**src/rtl/score_pkg.sv**
```systemverilog
// Shared types and constants for the score keeper.
// Holds score width/limit, FSM state and winner encodings.
package score_pkg;

  localparam int SCORE_W = 6;
  localparam logic [SCORE_W-1:0] SCORE_MAX = 6'd63;

  typedef enum logic [1:0] {
    IDLE,
    PLAY,
    ROUND_END,
    GAME_OVER
  } score_state_t;

  typedef enum logic [1:0] {
    WIN_NONE,
    WIN_P1,
    WIN_P2,
    WIN_DRAW
  } winner_t;

endpackage

```
**src/rtl/score_counter.sv**
```systemverilog
// Saturating score counter with clear and increment enable.
// Ports: clk, rst, clear, incr in; count (registered), next (comb) out.
module score_counter
  import score_pkg::*;
(
  input  logic               clk,
  input  logic               rst,
  input  logic               clear,
  input  logic               incr,
  output logic [SCORE_W-1:0] count,
  output logic [SCORE_W-1:0] next
);

  // next is the value count takes on this edge absent a clear; the
  // keeper uses it to judge the win on the same tick as the increment.
  assign next = (incr && count != SCORE_MAX) ? count + 6'd1 : count;

  always_ff @(posedge clk or posedge rst) begin
    if (rst) begin
      count <= '0;
    end else if (clear) begin
      count <= '0;
    end else begin
      count <= next;
    end
  end

endmodule

```
**src/rtl/score_keeper.sv**
```systemverilog
// Turns hit pulses into frame-aligned player scores and runs game flow.
// Ports: clk_i, rst_i, frame_tick_i, new_game_i, hit_player_1_i,
//   hit_player_2_i in; score_player_1_o/2_o, round_reset_o,
//   game_over_o, winner_o out.
// Build option: SCORE_KEEPER_ROUND_DELAY_EN adds the ROUND_END pause.
module score_keeper
  import score_pkg::*;
#(
  parameter int WIN_SCORE    = 10,
  parameter int ROUND_FRAMES = 60
) (
  input  logic               clk_i,
  input  logic               rst_i,
  input  logic               frame_tick_i,
  input  logic               new_game_i,
  input  logic               hit_player_1_i,
  input  logic               hit_player_2_i,
  output logic [SCORE_W-1:0] score_player_1_o,
  output logic [SCORE_W-1:0] score_player_2_o,
  output logic               round_reset_o,
  output logic               game_over_o,
  output logic [1:0]         winner_o
);

  if (WIN_SCORE < 1 || WIN_SCORE > 63) begin : g_bad_win
    $error("score_keeper: WIN_SCORE out of range 1..63");
  end
  if (ROUND_FRAMES < 1 || ROUND_FRAMES > 255) begin : g_bad_frames
    $error("score_keeper: ROUND_FRAMES out of range 1..255");
  end

  localparam logic [SCORE_W-1:0] WIN_S = SCORE_W'(WIN_SCORE);

  score_state_t       state;
  logic               pend_1;
  logic               pend_2;
  logic               want_1;
  logic               want_2;
  logic               score_tick;
  logic               win_1;
  logic               win_2;
  logic [SCORE_W-1:0] next_1;
  logic [SCORE_W-1:0] next_2;

`ifdef SCORE_KEEPER_ROUND_DELAY_EN
  localparam logic [7:0] RF_LAST = 8'(ROUND_FRAMES - 1);
  logic [7:0] frame_cnt;
`endif

  // A hit in the same cycle as the tick still counts.
  assign want_1 = pend_1 | hit_player_2_i;
  assign want_2 = pend_2 | hit_player_1_i;

  assign score_tick = (state == PLAY) && frame_tick_i
                   && (want_1 || want_2) && !new_game_i;

  assign win_1 = next_1 >= WIN_S;
  assign win_2 = next_2 >= WIN_S;

  score_counter u_score_1 (
    .clk   (clk_i),
    .rst   (rst_i),
    .clear (new_game_i),
    .incr  (score_tick & want_1),
    .count (score_player_1_o),
    .next  (next_1)
  );

  score_counter u_score_2 (
    .clk   (clk_i),
    .rst   (rst_i),
    .clear (new_game_i),
    .incr  (score_tick & want_2),
    .count (score_player_2_o),
    .next  (next_2)
  );

  always_ff @(posedge clk_i or posedge rst_i) begin
    if (rst_i) begin
      state         <= IDLE;
      pend_1        <= 1'b0;
      pend_2        <= 1'b0;
      round_reset_o <= 1'b0;
      game_over_o   <= 1'b0;
      winner_o      <= WIN_NONE;
`ifdef SCORE_KEEPER_ROUND_DELAY_EN
      frame_cnt     <= '0;
`endif
    end else begin
      round_reset_o <= 1'b0;
      if (new_game_i) begin
        state         <= PLAY;
        pend_1        <= 1'b0;
        pend_2        <= 1'b0;
        round_reset_o <= 1'b1;
        game_over_o   <= 1'b0;
        winner_o      <= WIN_NONE;
`ifdef SCORE_KEEPER_ROUND_DELAY_EN
        frame_cnt     <= '0;
`endif
      end else begin
        unique case (state)
          IDLE: ;
          PLAY: begin
            if (score_tick) begin
              pend_1 <= 1'b0;
              pend_2 <= 1'b0;
              if (win_1 || win_2) begin
                state       <= GAME_OVER;
                game_over_o <= 1'b1;
                // {win_2,win_1} lines up with the winner_t encoding.
                winner_o    <= {win_2, win_1};
              end else begin
`ifdef SCORE_KEEPER_ROUND_DELAY_EN
                state     <= ROUND_END;
                frame_cnt <= '0;
`else
                round_reset_o <= 1'b1;
`endif
              end
            end else begin
              pend_1 <= want_1;
              pend_2 <= want_2;
            end
          end
          ROUND_END: begin
`ifdef SCORE_KEEPER_ROUND_DELAY_EN
            pend_1 <= 1'b0;
            pend_2 <= 1'b0;
            if (frame_tick_i) begin
              if (frame_cnt == RF_LAST) begin
                state         <= PLAY;
                round_reset_o <= 1'b1;
                frame_cnt     <= '0;
              end else begin
                frame_cnt <= frame_cnt + 8'd1;
              end
            end
`else
            state <= PLAY;
`endif
          end
          GAME_OVER: ;
          default: state <= IDLE;
        endcase
      end
    end
  end

endmodule

```
**config.mk**
```make
export PLATFORM = sky130hd
export DESIGN_NAME = score_keeper
export DESIGN_NICKNAME = d
export VERILOG_FILES = /design/src/rtl/score_pkg.sv /design/src/rtl/score_counter.sv /design/src/rtl/score_keeper.sv
export SDC_FILE = /design/constraint.sdc
export NUM_CORES = 1
export LEC_CHECK = 0
export BUFFER_PORTS_ARGS = -buffer_cell sky130_fd_sc_hd__buf_2
export CAP_MARGIN = 20
export CORE_ASPECT_RATIO = 0.7
export CORE_MARGIN = 2
export CORE_UTILIZATION = 42
export CTS_CLUSTER_DIAMETER = 100
export DETAILED_ROUTE_END_ITERATION = 6
export PLACE_DENSITY = 0.6
export SLEW_MARGIN = 10
export SYNTH_ARGS = -nofsm -noshare
export SYNTH_HDL_FRONTEND = slang
export SYNTH_SLANG_ARGS = --single-unit
```
**constraint.sdc**
```tcl
create_clock -name clk_i -period 4.5 [get_ports clk_i]
set_input_delay 0.9 -clock clk_i [delete_from_list [all_inputs] [get_ports clk_i]]
set_output_delay 0.9 -clock clk_i [all_outputs]
set_load 0.03 [all_outputs]
```
==> run summary <==
The sequential share of the synthesized area came out at approximately 45%. The final antenna-violating net count is 0. The final cell area excluding filler cells came out at 1320 um2. The max-slew violation count came out at 0. The all-layer global routing usage is around 17%. The synthesized area per cell came out at slightly below 9 um2.

In this run the clock root is driven by a clkbuf_8. Summing all placed instances gives a cell area of 1250 um2. The cell count after synthesis came out at approximately 130. After synthesis, the largest area contributor takes up between 40 and 50% of total cell area. Entering global routing, the biggest net connects 23 pins. The total number of vias came out at a little under 1000.

The top flip-flop cell by instance count after synthesis is dfrtp_1. For this configuration, the core starts out at a cell density of 44.7%. The via count of the first global-routing pass came out at roughly 850.

The clock drives 20 sinks. The setup fix buffers added after clock tree synthesis came out at 0. The post-cts repair resize count is 0.

The final RePlAce weighted congestion came out at 0.815. The maximum level of the CTS H-tree came out at 1. Of all nets on the critical path, the largest fanout is 22. STA classifies the critical path startpoint as an input port.

The final critical path time including I/O delays and setup came out at ~2.8 ns. The detailed router finished its first iteration with 63 violations. In the post-synthesis netlist, the biggest area contributors are dfrtp_1, nor2_1, nand2_1.

The total half-perimeter wirelength after legalization and detailed placement came out at about 1.8 mm. The required time of the critical path came out at 4.63 ns. The total power consumption of the routed design came out at a little under 400 uW. The CTS buffer count came out at 3. After synthesis, the netlist uses 36 different library cells. The biggest area contributor in the post-synthesis netlist is dfrtp_1. TritonCTS built the clock tree. The final count of negative-setup-slack endpoints is 0. The maximum number of buffers from clock root to sink is 2. The worst setup path is captured at a flop. The final cell count without fillers is 181. The worst hold path belongs to the class flop to flop. The post-route worst setup slack came out at about 1.7 ns. The clock input transition at the sequential cells of the worst setup and hold paths came out at 0.07 ns.

The standard cell core area is 2500 um2. The overall die area came out at just over 3000 um2. The final clock period utilization by the worst path came out at roughly three fifths. The flow ran to the end, and the final reports show no timing, DRC or antenna violations. The final-layout setup total negative slack is 0 ns. The post-synthesis instance area came out at roughly 1100 um2. The endpoint arrival time on the critical path is ~2.9 ns. The residual overflow from global routing is 0.

The total power density per cell area is about 300 nW/um2. The final-report hold violation count came out at 0. The average vias per placed instance is between 5 and 6.

For this run, design rule violations remaining after detail routing come to 0. In the synthesized netlist, the cells that appear most often are nor2_1, dfrtp_1, nand2_1. Timing analysis after detailed placement gives a worst setup slack of 1.54 ns. Of all flip-flops after synthesis, the portion carrying an async set or reset was 100%. The total of buffers placed on input and output ports is 21. The post-layout net count came out at 156.

The number of flops mapped to enable cells by yosys is 0. The fraction of final layout cells with drive strength greater than 1 came out at between 10% and 20%. The number of top-level design ports came out at 22.

Clock latency on the worst-skew pair, taken at its later pin, is about 0.26 ns. The critical path is of the input port to flop type. From left edge to right edge, the die measures 65.6 um.

The number of standard-cell rows in the floorplan came out at 15. The number of cells in the design after placement is approximately 180. The most frequent cell after synthesis is nor2_1.

Headroom to the max-slew limit came out at around 50%. The growth of design area from synthesis to finish is 18.6%. The setup clock skew after layout came out at 0.00357 ns. The initial antenna violation count was 0.

The antenna cell count came out at 0. The floorplan step set the die height to about 47 um. The count of yosys warnings during synthesis is 0. Setup repair after global routing left no endpoint under its margin.

Before antenna repair, the detailed router went through 4 iterations. The reported leakage power is ~0.00062 uW. The post-detailed-routing wire length is 2.39 mm. The wire length of the first global-routing pass is slightly below 4 mm.

The number of nets in the synthesized netlist came out at 133. The actual transition at the worst max-transition pin is around 0.75 ns. Dividing the detail-routed wire length by the instance count gives between 10 and 15 um. The max-capacitance violation count came out at 0. The total of hold buffers inserted after clock tree synthesis is 0.

VDD sags by at most just under 0.2 mV. After synthesis the netlist holds a flip-flop and latch count of 20. The maximum clock frequency came out at 0.363 GHz.
==> layout make-up <==
type / instances / area, um2
Fill cell: 245 / 1170
Multi-Input combinational cell: 97 / 586
Sequential cell: 20 / 500
Timing Repair Buffer: 21 / 105
Tap cell: 34 / 42.5
Clock buffer: 3 / 41.3
Clock inverter: 1 / 30.0
Inverter: 5 / 18.8
==> layout by cell type (no fill, tap or decap), drive strengths merged, types with 3 or more instances in the layout <==
cell and instances:
mux2i 3, xor2 4, o21bai 5, o21ai 7, buf 21, a21oi 7, xnor2 3, clkbuf 3
dfrtp 20, nand2 11, nor3 6, nand3 6, nor2 22, inv 5
==> kinds of logic after synthesis <==
logic type | Yosys count | synth area share [%]
simple gates | 55 | 23.8
compound gates | 29 | 17.3
flops | 20 | 44.8
buf+inv | 8 | 2.69
xor+xnor | 7 | 5.49
mux | 4 | 3.70
fa+ha+maj | 2 | 2.24
==> per-stage QoR <==
stage | hold slack [ns] | utilization (%)
final | 0.518 | 53.0
after CTS | 0.523 | 53.0
after global placement | 0.505 | 50.2
after global routing | 0.561 | 53.0
after floorplan | 0.491 | -
after detailed placement | 0.503 | 50.2
==> sequential cells by signal, summed over array words and instances (netlist names) <==
| name | flops |
|---|---|
| state | 2 |
| pend_1 | 1 |
| pend_2 | 1 |
| round_reset_o | 1 |
| u_score_1.count | 6 |
| u_score_2.count | 6 |
| winner_o | 2 |
| game_over_o | 1 |
==> critical path, stage by stage <==
cell and delay, ns:
buf_2 0.23, nand4bb_1 0.35, nor3_1 0.38, mux2_2 0.37
a211oi_1 0.38, a21o_1 0.21, a21oi_1 0.07
==> layer usage <==
metal | vias up | GRT usage, % | wire length [um]
li1 | 493 | - | -
met1 | 456 | 25.9 | 1320
met2 | 15 | 24.3 | 980
met3 | 0 | 5.76 | 98
met4 | 0 | 2.50 | 0
met5 | - | 0 | 0
==> power by group <==
part | leakage [uW] | switching (uW) | internal [uW] | total, uW
Sequential | 0.000269 | 3.77 | 183 | 186
Clock | 0.0000357 | 57.5 | 119 | 176
Combinational | 0.000318 | 22.6 | 10.7 | 33.3
Total | 0.000622 | 83.8 | 312 | 396
==> final timing paths <==
path,startpoint,to,slack [ns],depth (start not counted)
setup / recovery,new_game_i,game_over_o,1.75,7
hold / removal,game_over_o,game_over_o,0.52,2
hold reg to reg,game_over_o,game_over_o,0.52,2
min in group asynchronous,rst_i,u_score_1.count[3],0.76,2
setup reg to reg,u_score_1.count[1],game_over_o,2.23,7
max in group asynchronous,rst_i,pend_2,3.27,2
Power figures use the tool's default switching activity.
